===== src/rtl/debounce_pkg.sv =====
// Shared types and parameter defaults for the push-button debounce scheduler.
package debounce_pkg;

    typedef enum logic {IDLE, SCAN} scan_state_t;

    localparam int unsigned DEPTH_DEF    = 10;
    localparam int unsigned TICK_DIV_DEF = 100000;

endpackage


===== src/rtl/tick_prescaler.sv =====
// Free-running divider producing a one-cycle sample tick every TICK_DIV clocks.
module tick_prescaler #(
    parameter int unsigned TICK_DIV = debounce_pkg::TICK_DIV_DEF
) (
    input  logic clk,
    input  logic reset,
    input  logic en,
    output logic tick
);

    localparam int unsigned CW = (TICK_DIV > 1) ? $clog2(TICK_DIV) : 1;

    logic [CW-1:0] cnt;

    // Count while enabled; tick is registered so it is high exactly while cnt sits at TICK_DIV-1.
    always_ff @(posedge clk) begin
        if (!reset || !en) begin
            cnt  <= '0;
            tick <= 1'b0;
        end else begin
            if (cnt == CW'(TICK_DIV - 1)) begin
                cnt <= '0;
            end else begin
                cnt <= cnt + 1'b1;
            end
            tick <= (cnt == CW'(TICK_DIV - 2));
        end
    end

endmodule


===== src/rtl/debounce_scheduler.sv =====
// Time-multiplexed debouncer: one shared history-update unit walks all buttons after each sample tick.
module debounce_scheduler
    import debounce_pkg::*;
#(
    parameter int unsigned N_BTN    = 4,
    parameter int unsigned DEPTH    = DEPTH_DEF,
    parameter int unsigned TICK_DIV = TICK_DIV_DEF
) (
    input  logic             clk,
    input  logic             reset,
    input  logic             en,
    input  logic [N_BTN-1:0] btn,
    output logic             tick,
    output logic [N_BTN-1:0] db,
    output logic [N_BTN-1:0] rise,
    output logic [N_BTN-1:0] fall,
    output logic             busy
);

    localparam int unsigned IW = (N_BTN > 1) ? $clog2(N_BTN) : 1;

    scan_state_t      state, state_nxt;
    logic [IW-1:0]    idx, idx_nxt;
    logic [N_BTN-1:0] snap;
    logic [DEPTH-1:0] hist [N_BTN];
    logic [DEPTH-1:0] hist_new_c;
    logic             scan_c;

    tick_prescaler #(.TICK_DIV(TICK_DIV)) u_prescaler (
        .clk   (clk),
        .reset (reset),
        .en    (en),
        .tick  (tick)
    );

    assign busy = (state == SCAN);

    // Scan sequencing and the shifted history for the button currently addressed.
    always_comb begin
        state_nxt  = state;
        idx_nxt    = idx;
        scan_c     = (state == SCAN);
        hist_new_c = {snap[idx], hist[idx][DEPTH-1:1]};
        case (state)
            IDLE: begin
                if (tick) begin
                    state_nxt = SCAN;
                    idx_nxt   = '0;
                end
            end
            SCAN: begin
                if (idx == IW'(N_BTN - 1)) begin
                    state_nxt = IDLE;
                    idx_nxt   = '0;
                end else begin
                    idx_nxt = idx + 1'b1;
                end
            end
            default: begin
                state_nxt = IDLE;
                idx_nxt   = '0;
            end
        endcase
    end

    // FSM state and scan index registers.
    always_ff @(posedge clk) begin
        if (!reset) begin
            state <= IDLE;
            idx   <= '0;
        end else begin
            state <= state_nxt;
            idx   <= idx_nxt;
        end
    end

    // Coherent snapshot of all buttons; a tick arriving mid-scan is ignored.
    always_ff @(posedge clk) begin
        if (!reset) begin
            snap <= '0;
        end else if (tick && (state == IDLE)) begin
            snap <= btn;
        end
    end

    // History shift, hysteretic level update and single-cycle edge pulses.
    always_ff @(posedge clk) begin
        if (!reset) begin
            for (int i = 0; i < int'(N_BTN); i++) begin
                hist[i] <= '0;
            end
            db   <= '0;
            rise <= '0;
            fall <= '0;
        end else begin
            rise <= '0;
            fall <= '0;
            if (scan_c) begin
                hist[idx] <= hist_new_c;
                if ((&hist_new_c) && !db[idx]) begin
                    db[idx]   <= 1'b1;
                    rise[idx] <= 1'b1;
                end else if (!(|hist_new_c) && db[idx]) begin
                    db[idx]   <= 1'b0;
                    fall[idx] <= 1'b1;
                end
            end
        end
    end

endmodule

===== config.mk =====
export PLATFORM = sky130hd
export DESIGN_NAME = debounce_scheduler
export DESIGN_NICKNAME = d
export VERILOG_FILES = /design/src/rtl/debounce_pkg.sv /design/src/rtl/tick_prescaler.sv /design/src/rtl/debounce_scheduler.sv
export SDC_FILE = /design/constraint.sdc
export NUM_CORES = 1
export LEC_CHECK = 0
export BUFFER_PORTS_ARGS = -buffer_cell sky130_fd_sc_hd__buf_2
export CORE_ASPECT_RATIO = 0.6
export CORE_MARGIN = 2
export CORE_UTILIZATION = 54
export DETAILED_ROUTE_END_ITERATION = 6
export PLACE_DENSITY_LB_ADDON = 0.25
export RECOVER_POWER = 50
export SLEW_MARGIN = 20
export SYNTH_ARGS = -nofsm -noshare
export SYNTH_HDL_FRONTEND = slang
export SYNTH_HIERARCHICAL = 1
export SYNTH_SLANG_ARGS = --single-unit

===== constraint.sdc =====
create_clock -name clk -period 2.6 [get_ports clk]
set_input_delay 0.26 -clock clk [delete_from_list [all_inputs] [get_ports clk]]
set_output_delay 0.26 -clock clk [all_outputs]
set_load 0.02 [all_outputs]

# Word-level counts from Yosys, hierarchy flattened

Memory sizes are Yosys's and may differ from the RTL's. A register that Yosys moved wholly into a read port is not among the register bits.
Index checks and enable logic that the tools add are counted.

$add $sub $neg: 2
$mul: 0
Div/mod/pow operators: 0
$lt $le $gt $ge: 2
Equality and inequality tests: 4
Shift-type cells: 0
Muxes and demuxes: 23
Bitwise gates (word level): 6
Reductions and logical operators: 17

Operators with widths:

| kind                                                                                 | count |
|---|---|
| 17-bit equality test (second input constant)                                         | 2 |
| 10-bit OR reduction                                                                  | 2 |
| 17-bit by 1-bit adder with 17-bit output (second input constant)                     | 1 |
| 1-bit 2-to-1 mux                                                                     | 10 |
| 10-bit 2-to-1 mux                                                                    | 1 |
| 2-bit 2-to-1 mux                                                                     | 5 |
| 10-bit AND reduction                                                                 | 1 |
| 4-bit 2-to-1 mux                                                                     | 2 |
| 4-bit AND                                                                            | 1 |
| 1-bit binary-select mux with 2-bit select                                            | 2 |
| 1-bit logical AND                                                                    | 4 |
| 1-bit zero test                                                                      | 4 |
| 4-bit NOT                                                                            | 1 |
| 4-bit OR                                                                             | 1 |
| 2-bit case mux with 2 select lines                                                   | 1 |
| 4-bit OR reduction                                                                   | 1 |
| 2-bit by 3-bit less-than comparator with 1-bit output (second input constant)        | 1 |
| 1-bit NOT                                                                            | 3 |
| 3-bit AND reduction                                                                  | 1 |
| 2-bit by 1-bit adder with 2-bit output (second input constant)                       | 1 |
| 1-bit demux with 2-bit select                                                        | 1 |
| 2-bit equality test (second input constant)                                          | 1 |
| 2-bit by 1-bit greater-or-equal comparator with 1-bit output (second input constant) | 1 |
| 2-bit by 1-bit inequality test with 1-bit output (second input constant)             | 1 |
| other kinds (5)                                                                      | 5 |

Register bits after elaboration: 37
Latch bits: 0
Memory bits (writable): 40
Memory bits (read-only): 0
Output and inout bits: 14
Word-level logic and storage cells: 63
Memories: 1

Memory list:

| memory | words | width | read ports | clocked after Yosys merged registers in | write ports | line                     | text |
|---|---|---|---|---|---|---|---|
| hist   | 4     | 10    | 1          | 1                                       | 4           | debounce_scheduler.sv:25 | `logic [DEPTH-1:0] hist [N_BTN];` |

# Depth between registers and ports, before layout

Gate-level depths: netlist of the first run.

Word-level depth: 8
Gate-level depth with buffers: 5
Gate-level depth less buffers: 5

# Modules after synthesis

The synthesis of the first run kept the hierarchy.

Modules (own cells, without submodules):

| module             | instances | cells an instance | area each (um2) |
|---|---|---|---|
| debounce_scheduler | 1         | 188               | 2543.7 |
| tick_prescaler     | 1         | 92                | 873.3 |

# Worst setup path before layout of the first run

No wires, ideal clock.

Path type: flip-flop to flip-flop
From: register with a tool-made name
To: register with a tool-made name
Setup time: 0.122 ns
Arrival time: 2.295 ns
Setup slack: 0.183 ns
Stages on the path, launching flop included: 5
Cell sequence: dfxtp_1 -> mux4_1 -> or4_4 -> o41a_1 -> a221o_1

==> flow_summary.yaml, run 1 <==
cts:
  clock_sinks: 75
  insertion_delay_ns: 0.35
  cts_hold_buf: 0
  clock-root-buffer: "clkbuf_8"
  cts_tree: "built"
  cts_inserted_buffers: 9
  max-clock-path-buffers: 2
  htree_levels: 3
  clk_pin_slew_worst_paths_ns: 0.08
detailed_routing:
  vias_per_cell: 5.59
  wire_per_inst_um: 17.6
  wl_um: 7210
  drt-initial-drc-count: 178
  dr_total_vias: 2287
  drtPass1Iterations: 5
  drc: 0
  ant_nets: 0
critical_path:
  slowest_stage: "mux4_1"
  cp.required_ns: 2.84
  critical_path_class: "reg2reg"
  max_stage_delay_ns: 0.62
  path_cells: "mux4_1 -> or4_4 -> o41a_1 -> a221o_1"
  arrival_ns: 2.74
  path_max_fanout: 5
  endpoint_kind: "flop"
  start_kind: "flop"
yosys:
  synth_edf_count: 36
  synth_area_um2: 3420
  synth-main-ff-cell: "dfxtp_1"
  async_flop_share_pct: 0
  synth_cells: 280
  seq_area_frac_synth_pct: 54.5
  synth-warning-count: 6
  synth_nets: 293
  synth_cell_type_count: 47
  syn_avg_cell_area_um2: 12.2
  ys_seq_elements: 75
pwr:
  p_leak_nw: 1.36
  pwr_density_cell_nw_per_um2: 557
  irDropWorstVdd_mv: 0.328
placement:
  dp_hpwl_um: 5340
  pre_cts_ws_ns: 0.00771
  gp_congestion: 0.876
  placed_cells: 393
  port-buffer-count: 20
  placed_area_um2: 3720
finish:
  nNetsFinal: 333
  final_cell_mix: "38 x dfxtp_1, 36 x edfxtp_1, 28 x and2_1"
  n_antenna_cell: 0
  finalNonFillerCells: 409
  stdcell_area_um2: 3850
  final_layout_size_suffix_gt1_share_pct: 17.8
  area_delta_synth_final_pct: 12.8
  layout.cells.most_common: "dfxtp_1"
run_status:
  status: "complete, no violations"
timing:
  fmax_mhz: 401
  finalHoldViolCount: 0
  whs_ns: 0.158
  final_max_slew_viol_count: 0
  relSlewSlack_pct: 39.1
  finalWorstSetupSlack_ns: 0.108
  finalCritPeriodShare_pct: 95.8
  skew_ns: 0.00970
  setup_viol: 0
  rsz0062_at_grt: "no"
  worstMarginPinSlew_ns: 0.906
  setup_tns_ns: 0
  fin_crit_ns: 2.49
global_routing:
  overflow: 0
  grt_usage_pct: 22.9
  first_global_vias: 2118
  grt_max_degree: 21
  grt_antenna_before_repair: 0
  grt_pass1_wl_um: 11700
die:
  die_h_um: 65.6
  initial_core_util_pct: 55.9
  fp-row-count: 22
  core_region_area_um2: 6110
  io_pins: 21
  dieArea_um2: 7000
  dieWidth_um: 107
job:
  drv_cap: 0
worst_hold_path:
  min_from: "btn[2]"
  hp-class: "in2reg"
cells by family (layout without fill, tap and decap cells):
| family | Yosys count | in the layout | synth area share (%) |
|---|---|---|---|
| and+or+nand+nor | 130 | 130 | 23.0 |
| xor gates and xnor gates | 14 | 14 | 3.59 |
| AOI/OAI and AO/OA | 16 | 16 | 3.74 |
| muxes | 19 | 19 | 10.3 |
| adders and majority gates | 6 | 6 | 2.20 |
| buffers and inverters | 20 | 65 | 2.64 |
| DFF | 75 | 75 | 54.5 |
sequential cells by signal (all words and copies together), names as in the netlist, named ones only:
signal,flops
busy,1
fall,4
rise,4
u_prescaler/tick,1
hist,36
u_prescaler/cnt,17
idx,2
snap,4
per-stage QoR:
step | total power [mW] | util (%)
finish | 2.14 | 63.1
floorplan | 1.32 | -
CTS | 2.16 | 63.8
global placement | 1.35 | 60.9
global route | 2.22 | 63.1
detailed placement | 1.35 | 60.9
layer usage:
metal / global-route usage, % / wire length (um) / up-vias
li1: - / - / 1092
met1: 36.3 / 3690 / 1095
met2: 29.4 / 2760 / 91
met3: 7.04 / 677 / 9
met4: 6.33 / 76 / 0
met5: 0 / 0 / -
worst paths after layout:
check | endpoint | slack, ns | cells after the start
setup / recovery | flop | 0.11 | 4
hold / removal | snap[2] | 0.16 | 3
setup reg to reg | flop | 0.11 | 4
hold reg to reg | u_prescaler/cnt[0] | 0.49 | 1
cells in the mapped netlist (2+ instances only):
cell type	instances	area (um2)
o221ai_1	2	17.5
mux2i_1	6	60.1
nand3_1	7	35.0
buf_1	2	7.51
nor2_2	2	12.5
nor3_1	10	50.1
nor4_1	2	12.5
nor4_2	4	50.1
mux4_2	5	113
nor2b_1	9	56.3
clkbuf_1	5	18.8
dfxtp_1	39	781
and2_1	31	194
edfxtp_1	36	1080
mux2_2	2	22.5
nand2_1	12	45.0
nor2_1	27	101
and3b_1	2	17.5
and2_2	4	30.0
nand3b_1	2	15.0
o21ai_0	4	20.0
buf_6	2	22.5
a21oi_1	3	15.0
ha_1	6	75.1
a221o_1	2	20.0
nand4_1	5	31.3
inv_1	11	41.3
mux4_1	6	158
and3_1	2	12.5
xnor2_1	13	114
critical path: cells and delay by family, from the launching register on:
family           cells  cell delay (ns)
AND/OR/NAND/NOR      1             0.53
AO/OA/AOI/OAI        2             0.79
flip-flops           1             0.44
multiplexers         1             0.62
what timing repair did:
| item | 4_1_cts | 5_1_grt |
|---|---|---|
| endpoints found under the setup margin | 3 | 2 |
| resized for setup | 1 | 1 |
| pin swaps | 0 | 0 |
| gates cloned | 0 | 0 |
| buffers inserted | 0 | 0 |
final cells by class:
cell class / count / area, um2
inverters: 11 / 41.3
multi-input cells: 185 / 1470
well taps: 84 / 105
repair buffers: 38 / 200
clock buffers: 12 / 156
clock inverters: 4 / 22.5
fillers: 514 / 2260
flip-flops and latches: 75 / 1860
power by group:
group          switching (mW)  leakage [nW]  total (mW)  internal (mW)
sequential            0.00950         0.686        1.26           1.25
combinational          0.0387         0.575      0.0614         0.0228
clock                   0.417        0.0961       0.820          0.403
total                   0.465          1.36        2.14           1.68
Note: power is estimated with default switching activity, not from simulation.
==> inputs of run 2 (changes only) <==
ABC_CLOCK_PERIOD_IN_PS = 2600   (was not set)
SYNTH_HIERARCHICAL = not set   (was 1)
==> flow_summary.yaml, run 2 <==
critical_path:
  path_cells: "buf_4 -> mux4_2 -> nor3b_1 -> a41oi_2 -> a221o_1"
  critical_path_class: "reg2reg"
  cp_num_buf_inv: 1
  path_max_fanout: 14
  cp_top_family: "multiplexers"
  start_kind: "flop"
  endpoint_kind: "flop"
  slowest_stage: "mux4_2"
  max_stage_delay_ns: 0.62
  arrival_ns: 2.60
  cp.required_ns: 2.83
timing:
  relSlewSlack_pct: 55.9
  worstMarginPinSlew_ns: 0.657
  rsz0062_at_grt: "no"
  finalWorstSetupSlack_ns: 0.227
  skew_ns: 0.00938
  fmax_mhz: 421
  setup_tns_ns: 0
  fin_crit_ns: 2.37
  whs_ns: 0.148
  finalHoldViolCount: 0
  finalCritPeriodShare_pct: 91.3
  setup_viol: 0
  final_max_slew_viol_count: 0
yosys:
  syn_avg_cell_area_um2: 11.7
  ys_top_cells_by_area: "edfxtp_1 32%, dfxtp_1 23%, mux4_2 5.4%"
  synth_top_area_share_pct: 32.3
  synth_cells: 286
  synth_area_um2: 3350
  synth_most_common_cell: "dfxtp_1"
  seq_area_frac_synth_pct: 55.6
  synth_edf_count: 36
  synth-main-ff-cell: "dfxtp_1"
  synth.top_cells.by_count: "39 x dfxtp_1, 38 x nor2_1, 36 x edfxtp_1"
  synth-warning-count: 0
  synth_top_cell_by_area: "edfxtp_1"
  async_flop_share_pct: 0
  ys_seq_elements: 75
  synth_cell_type_count: 40
  synth_nets: 299
detailed_routing:
  drt-initial-drc-count: 165
  drtPass1Iterations: 5
  dr_total_vias: 2293
  wl_um: 6940
  ant_nets: 0
  wire_per_inst_um: 17.3
  drc: 0
  vias_per_cell: 5.72
pwr:
  irDropWorstVdd_mv: 0.245
  sw_frac_of_total_pct: 21.5
  p_clk_share_pct: 38.9
  pwr_density_cell_nw_per_um2: 585
  total_power_mw: 2.16
  p_leak_nw: 1.24
  combPwrFrac_pct: 2.7
  p_int_mw: 1.70
  p_sw_mw: 0.466
  pwr-share-seq_pct: 58.4
job:
  drv_cap: 0
die:
  initial_core_util_pct: 55.3
  dieWidth_um: 106
  core_region_area_um2: 6060
  io_pins: 21
  fp-row-count: 22
  dieArea_um2: 6870
  die_h_um: 65.0
finish:
  final_cell_mix: "39 x dfxtp_1, 38 x nor2_1, 36 x edfxtp_1"
  nNetsFinal: 325
  regMostFlops: "hist"
  largest_reg_flops: 36
  layout.cells.most_common: "dfxtp_1"
  finalNonFillerCells: 401
  stdcell_area_um2: 3700
  area_delta_synth_final_pct: 10.5
  fin_util_pct: 61.1
  final_layout_size_suffix_gt1_share_pct: 12.3
  fill_cells: 511
  n_antenna_cell: 0
  top_regs: "hist x36, u_prescaler.cnt x17"
placement:
  port-buffer-count: 20
  placed_cells: 385
  pre_cts_ws_ns: 0.277
  gp_congestion: 0.843
  dp_hpwl_um: 5020
  placed_area_um2: 3540
cts:
  cts_resized: 0
  clock-root-buffer: "clkbuf_8"
  cts_tree: "built"
  cts_setup_buffers: 0
  clk_pin_slew_worst_paths_ns: 0.08
  htree_levels: 3
  cts_inserted_buffers: 9
  insertion_delay_ns: 0.35
  cts_hold_buf: 0
  clock_sinks: 75
  max-clock-path-buffers: 2
global_routing:
  first_global_vias: 2162
  grt_usage_pct: 22.4
  grt_pass1_wl_um: 11400
  grt_antenna_before_repair: 0
  overflow: 0
  grt_max_degree: 15
run_status:
  status: "complete, no violations"
worst_hold_path:
  hp-class: "in2reg"
[run 2: cell count changes after synthesis, moves of 4 or more]
| cell | delta |
|---|---|
| or3_1 | +6 |
| and2_1 | -10 |
| and2_2 | -4 |
| nor2_1 | +11 |
| nor4_2 | -4 |
| xnor2_1 | -5 |
[run 2: kinds of logic (layout without fill, tap and decap cells)]
family | Yosys count | after routing | share of synthesized area, %
simple gates | 129 | 129 | 20.7
flops | 75 | 75 | 55.6
mux | 23 | 23 | 11.5
compound gates | 21 | 21 | 4.15
buf+inv | 21 | 52 | 2.91
xor+xnor | 11 | 11 | 2.88
fa+ha+maj | 6 | 6 | 2.24
[run 2: worst min-delay path, cell delays in order]
cell	delay (ns)
buf_2	0.07
mux2i_1	0.05
nor2_1	0.07
[run 2: final cells by class]
class                      count  area [um2]  area share [%]
clock inverter                 3        20.0           0.541
multi-input combinational    190        1390            37.6
inverter                      10        37.5            1.01
sequential                    75        1860            50.3
tap                           84         105            2.84
timing repair buffer          26         116            3.15
clock buffer                  13         169            4.57
[run 2: power groups by stage]
stage | combinational, mW | clock [mW] | sequential (mW)
after detailed placement | 0.0589 | 0 | 1.29
final | 0.0580 | 0.842 | 1.26
after CTS | 0.0593 | 0.852 | 1.26
after floorplan | 0.0376 | 0 | 1.29
after global placement | 0.0579 | 0 | 1.29
after global routing | 0.0631 | 0.902 | 1.27
[run 2: routing by layer]
layer  routed length (um)  vias up  track usage (%)
met5                    0        -                0
met4                  104        0             6.41
met3                  516       10             6.34
met2                 2740       89             31.3
met1                 3580     1100             33.8
li1                     -     1094                -
[run 2: final timing paths]
check / cells past startpoint / slack, ns / endpoint / start
worst max-delay path: 5 / 0.23 / flop / flop
worst min register to register: 2 / 0.49 / u_prescaler.cnt[16] / u_prescaler.cnt[16]
worst min-delay path: 3 / 0.15 / snap[0] / btn[0]
worst max register to register: 5 / 0.23 / flop / flop
